### src/rtl/pulse_stretcher.sv
// pulse_stretcher: turns single-cycle event strobes into fixed-length high
// windows separated by a forced low gap. Events arriving while a window or
// gap is running are counted in a saturating pending queue and replayed.
// All outputs are registered copies of the internal state, so the visible
// window starts one cycle after the accepting edge.
module pulse_stretcher #(
    parameter int unsigned HIGH_CYCLES = 16,
    parameter int unsigned GAP_CYCLES  = 8,
    parameter int unsigned PEND_W      = 3
) (
    input  logic              clk,
    input  logic              rst_n,
    input  logic              in,
    output logic              out,
    output logic              busy,
    output logic [PEND_W-1:0] pending,
    output logic              drop
);

    localparam int unsigned MAX_CYC = (HIGH_CYCLES > GAP_CYCLES) ? HIGH_CYCLES : GAP_CYCLES;
    localparam int unsigned CNT_W   = (MAX_CYC > 1) ? $clog2(MAX_CYC) : 1;

    localparam logic [CNT_W-1:0]  HIGH_LOAD = CNT_W'(HIGH_CYCLES - 1);
    localparam logic [CNT_W-1:0]  GAP_LOAD  = CNT_W'(GAP_CYCLES - 1);
    localparam logic [PEND_W-1:0] PEND_MAX  = '1;
    localparam logic [PEND_W-1:0] PEND_ONE  = PEND_W'(1);
    localparam logic [CNT_W-1:0]  CNT_ONE   = CNT_W'(1);

    localparam logic [1:0] S_IDLE = 2'd0;
    localparam logic [1:0] S_HIGH = 2'd1;
    localparam logic [1:0] S_GAP  = 2'd2;

    logic [1:0]        state_q, state_d;
    logic [CNT_W-1:0]  cnt_q, cnt_d;
    logic [PEND_W-1:0] pend_q, pend_d;
    logic              drop_d;

    logic              out_q, busy_q, drop_q;
    logic [PEND_W-1:0] pend_out_q;

    logic start, term, consumed, acc, dec;

    // Start decision, window/gap sequencing and pending-queue bookkeeping.
    always_comb begin
        state_d  = state_q;
        cnt_d    = cnt_q;
        pend_d   = pend_q;
        drop_d   = 1'b0;
        start    = 1'b0;
        term     = (cnt_q == '0);

        case (state_q)
            S_IDLE: start = in;
            S_GAP:  start = term && ((pend_q != '0) || in);
            default: start = 1'b0;
        endcase

        // A strobe that itself launches a window with an empty queue is not
        // queued; otherwise it is queued and any start drains the queue head.
        consumed = start && in && (pend_q == '0);
        acc      = in && !consumed;
        dec      = start && (pend_q != '0);

        case (state_q)
            S_IDLE: begin
                if (start) begin
                    state_d = S_HIGH;
                    cnt_d   = HIGH_LOAD;
                end
            end
            S_HIGH: begin
                if (term) begin
                    state_d = S_GAP;
                    cnt_d   = GAP_LOAD;
                end else begin
                    cnt_d = cnt_q - CNT_ONE;
                end
            end
            S_GAP: begin
                if (start) begin
                    state_d = S_HIGH;
                    cnt_d   = HIGH_LOAD;
                end else if (term) begin
                    state_d = S_IDLE;
                    cnt_d   = '0;
                end else begin
                    cnt_d = cnt_q - CNT_ONE;
                end
            end
            default: begin
                state_d = S_IDLE;
                cnt_d   = '0;
            end
        endcase

        if (acc && !dec) begin
            if (pend_q == PEND_MAX) begin
                drop_d = 1'b1;
            end else begin
                pend_d = pend_q + PEND_ONE;
            end
        end else if (dec && !acc) begin
            pend_d = pend_q - PEND_ONE;
        end
    end

    // Core state registers.
    always_ff @(posedge clk or negedge rst_n) begin
        if (!rst_n) begin
            state_q <= S_IDLE;
            cnt_q   <= '0;
            pend_q  <= '0;
        end else begin
            state_q <= state_d;
            cnt_q   <= cnt_d;
            pend_q  <= pend_d;
        end
    end

    // Registered outputs derived from the core state.
    always_ff @(posedge clk or negedge rst_n) begin
        if (!rst_n) begin
            out_q      <= 1'b0;
            busy_q     <= 1'b0;
            pend_out_q <= '0;
            drop_q     <= 1'b0;
        end else begin
            out_q      <= (state_q == S_HIGH);
            busy_q     <= (state_q != S_IDLE);
            pend_out_q <= pend_q;
            drop_q     <= drop_d;
        end
    end

    assign out     = out_q;
    assign busy    = busy_q;
    assign pending = pend_out_q;
    assign drop    = drop_q;

endmodule

### config.mk
export PLATFORM = sky130hd
export DESIGN_NAME = pulse_stretcher
export DESIGN_NICKNAME = d
export VERILOG_FILES = /design/src/rtl/pulse_stretcher.sv
export SDC_FILE = /design/constraint.sdc
export NUM_CORES = 1
export LEC_CHECK = 0
export BUFFER_PORTS_ARGS = -buffer_cell sky130_fd_sc_hd__buf_4
export CORE_AREA = 2 2 39 41
export CTS_BUF_LIST = sky130_fd_sc_hd__clkbuf_4 sky130_fd_sc_hd__clkbuf_8 sky130_fd_sc_hd__clkbuf_16
export CTS_CLUSTER_SIZE = 20
export DETAILED_ROUTE_END_ITERATION = 16
export DIE_AREA = 0 0 41 43
export GPL_TIMING_DRIVEN = 0
export PLACE_DENSITY = 0.73
export RECOVER_POWER = 50
export SLEW_MARGIN = 20
export SYNTH_ARGS = -nofsm -noshare
export SYNTH_HDL_FRONTEND = slang
export SYNTH_SLANG_ARGS = --single-unit
### constraint.sdc
create_clock -name clk -period 3.51 [get_ports clk]
set_clock_uncertainty 0.15 [all_clocks]
set_input_delay 0.702 -clock clk [delete_from_list [all_inputs] [get_ports clk]]
set_output_delay 0.702 -clock clk [all_outputs]
set_load 0.05 [all_outputs]
== Yosys cells after proc, flatten, opt, wreduce, memory -nomap -nowiden ==
Index checks and enable logic that the tools add are counted.
Storage, ports and cells
  flip-flop bits (word level): 15
  bits of input ports: 3
  output and inout port bits: 6
Cells by class
  $add $sub $neg: 3
  eq/ne operators: 7
  mux-type cells: 16
  reductions and logical operators: 19
Operators with widths (number)
  4-bit two-way mux: 4
  4-bit one-hot mux with 3 select lines: 1
  3-bit two-way mux: 3
  2-bit two-way mux: 4
  1-bit logical AND: 7
  2-bit != test, second input constant: 3
  2-bit one-hot mux with 3 select lines: 1
  4-bit logical NOT: 1
  2-bit nonzero test: 2
  4-bit by 1-bit subtractor with 4-bit output, second input constant: 1
  3-bit by 1-bit adder with 3-bit output, second input constant: 1
  3-bit == test, second input constant: 1
  1-bit logical NOT: 3
  3-bit logical NOT: 1
  3-bit != test, second input constant: 1
  3-bit AND reduction: 1
  3-bit nonzero test: 1
  3-bit by 1-bit subtractor with 3-bit output, second input constant: 1
  2-bit by 1-bit == test with 1-bit output, second input constant: 1
  2-bit == test, second input constant: 1
  2-bit logical NOT: 1
  1-bit two-way mux: 2
  1-bit one-hot mux with 2 select lines: 1
  2-bit AND reduction: 1
  1-bit logical OR: 1

== Longest topological paths before layout ==
  depth in word-level cells: 12
  gate-level depth with buffers: 8

== Worst setup path after synthesis ==
Ideal clock, no wire load.
  path kind: register to register
  start: reg cnt_q[2]
  end: reg pend_q[1]
  data arrival time: 1.867 ns
  path slack: 1.368 ns
  cell stages (with the launch flop): 6
  path buffers: 1
  clock period less this slack: 2.142 ns
  cell sequence: dfrtp_1 -> buf_6 -> o41a_1 -> o21ai_0 -> fa_1 -> mux2_4
RTL lines
  start, declared: line 34  | logic [CNT_W-1:0] cnt_q, cnt_d;
  start signal, assigned: line 115  | cnt_q <= cnt_d;
  4-bit logical NOT (*): line 50  | term = (cnt_q == '0);
  1-bit logical AND (*): line 54  | S_GAP: start = term && ((pend_q != '0) || in);
  1-bit one-hot mux with 2 select lines (*): line 52  | case (state_q)
  1-bit logical AND (2 in series): line 60  | consumed = start && in && (pend_q == '0);
  1-bit logical NOT: line 61  | acc = in && !consumed;
  1-bit logical AND: line 61
  1-bit logical AND (*): line 96  | if (acc && !dec) begin
  3-bit two-way mux (*): line 96
  via pend_d[1]: line 35  | logic [PEND_W-1:0] pend_q, pend_d;
  end signal, assigned: line 116  | pend_q <= pend_d;
  end, declared: line 35
Mark *: on every way through the listed nets, which the timed path passes. The rest lies on a longest branch.
A chain may end at the register's enable or synchronous reset.

== Worst setup path after layout ==
  start: reg cnt_q[2]
  end: reg pend_q[2]
On the way
  longest elaborated chain between the ends: 11
RTL lines
  4-bit logical NOT (*): line 50
  1-bit logical AND (*): line 54
  1-bit one-hot mux with 2 select lines (*): line 52
  1-bit logical AND (2 in series): line 60
  1-bit logical NOT: line 61
  1-bit logical AND: line 61
  1-bit logical NOT: line 102  | end else if (dec && !acc) begin
  1-bit logical AND: line 102
  2-bit nonzero test (no source line)
  2-bit AND reduction (no source line)
Mark *: on every way between the ends. The rest lies on a longest branch, timed or not.

==> impl_metrics.json <==
{
  "dp_slack_ns": 1.24,
  "drtIter0Drc": 13,
  "path_max_fanout": 8,
  "synth_compound_area_share_pct": 22.1,
  "final_layout_size_suffix_gt1_share_pct": 23.8,
  "synth-main-ff-cell": "dfrtp_1",
  "hold_class": "primary input to async pin",
  "rows": 14,
  "clk_pin_slew_ns": 0.09,
  "antenna_found_initial": 0,
  "yosysWarnings": 0,
  "ys_seq_area_share_pct": 51.5,
  "max_freq_mhz": 427,
  "cts_tree": "done",
  "min_period_over_period_pct": 66.8,
  "cts_buffers": 3,
  "die_y_um": 43,
  "dieArea_mm2": 0.00176,
  "ctsRootBufferMaster": "clkbuf_4",
  "path_class": "flip-flop to flip-flop",
  "coreArea_mm2": 0.00138,
  "rsz0062_at_grt": "no",
  "io_buffers": 8,
  "globalplace.congestion": 0.883,
  "layout_commonest_cell": "dfrtp_1",
  "fillers": 117,
  "dp.final_hpwl_um": 927,
  "synth-edff-count": 0,
  "clk_path_buf_depth": 2,
  "arrival_ns": 2.41,
  "start_kind": "flip-flop",
  "final_util_pct": 60.4,
  "netlist_area_um2": 729,
  "via_per_inst": 5.49,
  "grt_overflow": 0,
  "synth_seq_cells": 15,
  "ff2ff_setup_slack_ns": 1.17,
  "maxCapViolCount": 0,
  "cts.sinks": 15,
  "synth_fp_nets": 72,
  "setup_ws_ns": 1.17,
  "drv_slew": 0,
  "pwr-share-clk_pct": 12.6,
  "worst_slew_pin_slew_ns": 0.758,
  "final_cell_mix": "dfrtp_1 (15), o21ai_0 (9), buf_4 (7), nor2_1 (6), nand2_1 (5)",
  "switching_power_w": 0.000393,
  "grt_usage_pct": 20.0,
  "slowest_delay_ns": 0.47,
  "final_area_um2": 836,
  "synth_top_family_by_area": "compound AO/OA/AOI/OAI gates",
  "pwr-share-comb_pct": 50.1,
  "drtPass1Iterations": 4,
  "whs_ns": 0.294,
  "cts_setup_buffers": 0,
  "drc_errors": 0,
  "crit_buf_inv": 2,
  "post-route-min-period_ns": 2.34,
  "synth_xor_area_share_pct": 3.60,
  "required_ns": 3.58,
  "ys_top_cells_by_area": "dfrtp_1 (51%), o21ai_0 (6.2%), xor2_1 (3.6%), buf_6 (3.1%), nor2_1 (3.1%)",
  "ir_worst_vdd_mv": 0.466,
  "place_area_um2": 810,
  "setup_violations": 0,
  "start_util_pct": 52.7,
  "clk-insertion-delay-late_ns": 0.29,
  "internal_power_w": 0.000468,
  "num_antenna_cells": 0,
  "gr-usage-met2_pct": 28.4,
  "avgSynthCellArea_um2": 10.7,
  "critPathCaptureType": "flip-flop",
  "muxShareOfSynthArea_pct": 2.06,
  "htree_levels": 1,
  "wl_mm": 1.31,
  "power.leakage_nw": 0.368,
  "synthDistinctLibCells": 27,
  "async_flop_share_pct": 100,
  "cp_top_family": "compound AO/OA/AOI/OAI gates",
  "fin_nets": 85,
  "grtUsageMet1_pct": 27.6,
  "num_vias": 527,
  "io_pins": 9,
  "synth_fa_ha_area_share_pct": 2.74,
  "synthDominantCellAreaShare_pct": 51.5,
  "synth-simple-area-share_pct": 12.2,
  "hold_violations": 0,
  "synth_area_leader_cell": "dfrtp_1",
  "ant_nets": 0,
  "wl_per_cell_um": 13.6,
  "first_global_vias": 530,
  "outcome": "complete, no violations",
  "cts_resized": 0,
  "die_w_um": 41,
  "grt_util_met3_pct": 4.71,
  "area_growth_pct": 14.6,
  "slew-limit-headroom_pct": 49.5,
  "cp_cell_sequence": "buf_6, o41a_1, o21ai_0, fa_1, inv_1, o211a_1, a221oi_2, xor2_1",
  "cp_slowest_cell": "o41a_1",
  "grt_pass1_wl_mm": 2.38,
  "grt_max_degree": 16,
  "pwr-share-seq_pct": 37.3,
  "swShare_pct": 45.6,
  "fin_tns_setup_ns": 0,
  "busiest_layer": "met2",
  "p_per_area_mw_per_mm2": 1030,
  "hold_buffers": 0,
  "syn-instance-count": 68
}
==> per-layer routing <==
| layer | part of all wire, % | vias to the layer above |
|---|---|---|
| li1 | - | 269 |
| met1 | 47 | 245 |
| met2 | 46 | 11 |
| met3 | 4.3 | 2 |
| met4 | 2.1 | 0 |
| met5 | 0 | - |
==> final timing paths <==
| kind | from | to | cells after the start |
|---|---|---|---|
| setup reg to reg | cnt_q[2] | pend_q[2] | 8 |
| min in group clk | pend_q[2] | pending[2] | 0 |
| max in group asynchronous | rst_n | pend_q[1] | 1 |
| hold / removal | rst_n | out | 1 |
| setup / recovery | cnt_q[2] | pend_q[2] | 8 |
| hold reg to reg | pend_q[2] | pending[2] | 0 |
==> sequential cells by signal (all words and copies together) (netlist names) <==
register and cells:
cnt_q 4, pend_q 3, pending 3, state_q 2, busy 1, drop 1, out 1
==> worst register-to-register path, delay by kind of cell (launching register included) <==
family	cells	cell delay (ns)
adder cells (fa/ha/maj)	1	0.24
AO/OA/AOI/OAI	4	1.15
XOR/XNOR	1	0.17
flip-flops	1	0.38
buffers and inverters	2	0.18
==> cells in the mapped netlist (all sizes together), types with 2 or more instances <==
cell and n:
buf 3, nand2b 2, xor2 3, nand3 3, nor2 6, o31a 2, a21oi 2, inv 3
o41ai 2, nand2 5, o21ai 9, dfrtp 15
==> layout make-up <==
cell class,instances,area (um^2),share of cell area (%)
timing repair buffer,8,56.3,6.74
multi-input combinational,46,312,37.3
inverter,3,11.3,1.35
tap,16,20.0,2.40
sequential,15,375,44.9
buffer,4,31.3,3.74
clock buffer,4,30.0,3.59
==> kinds of logic (layout without fill, tap and decap cells) <==
logic type	after synthesis	after routing
compound gates	22	22
xor+xnor	3	3
fa+ha+maj	1	1
buf+inv	7	19
flops	15	15
mux	1	1
simple gates	19	19
==> through the flow <==
stage,cells,power [W]
final,96,0.000861
after global placement,92,0.000740
after global routing,96,0.000925
after CTS,96,0.000864
after floorplan,68,0.000640
after detailed placement,92,0.000754
==> power by group through the flow <==
stage	combinational [W]	sequential [W]	clock (W)
6_report	0.000431	0.000321	0.000109
5_1_grt	0.000474	0.000333	0.000118
4_1_cts	0.000433	0.000321	0.000110
3_5_place_dp	0.000430	0.000324	0
3_3_place_gp	0.000417	0.000323	0
2_1_floorplan	0.000222	0.000419	0
Power figures use the tool's default switching activity.
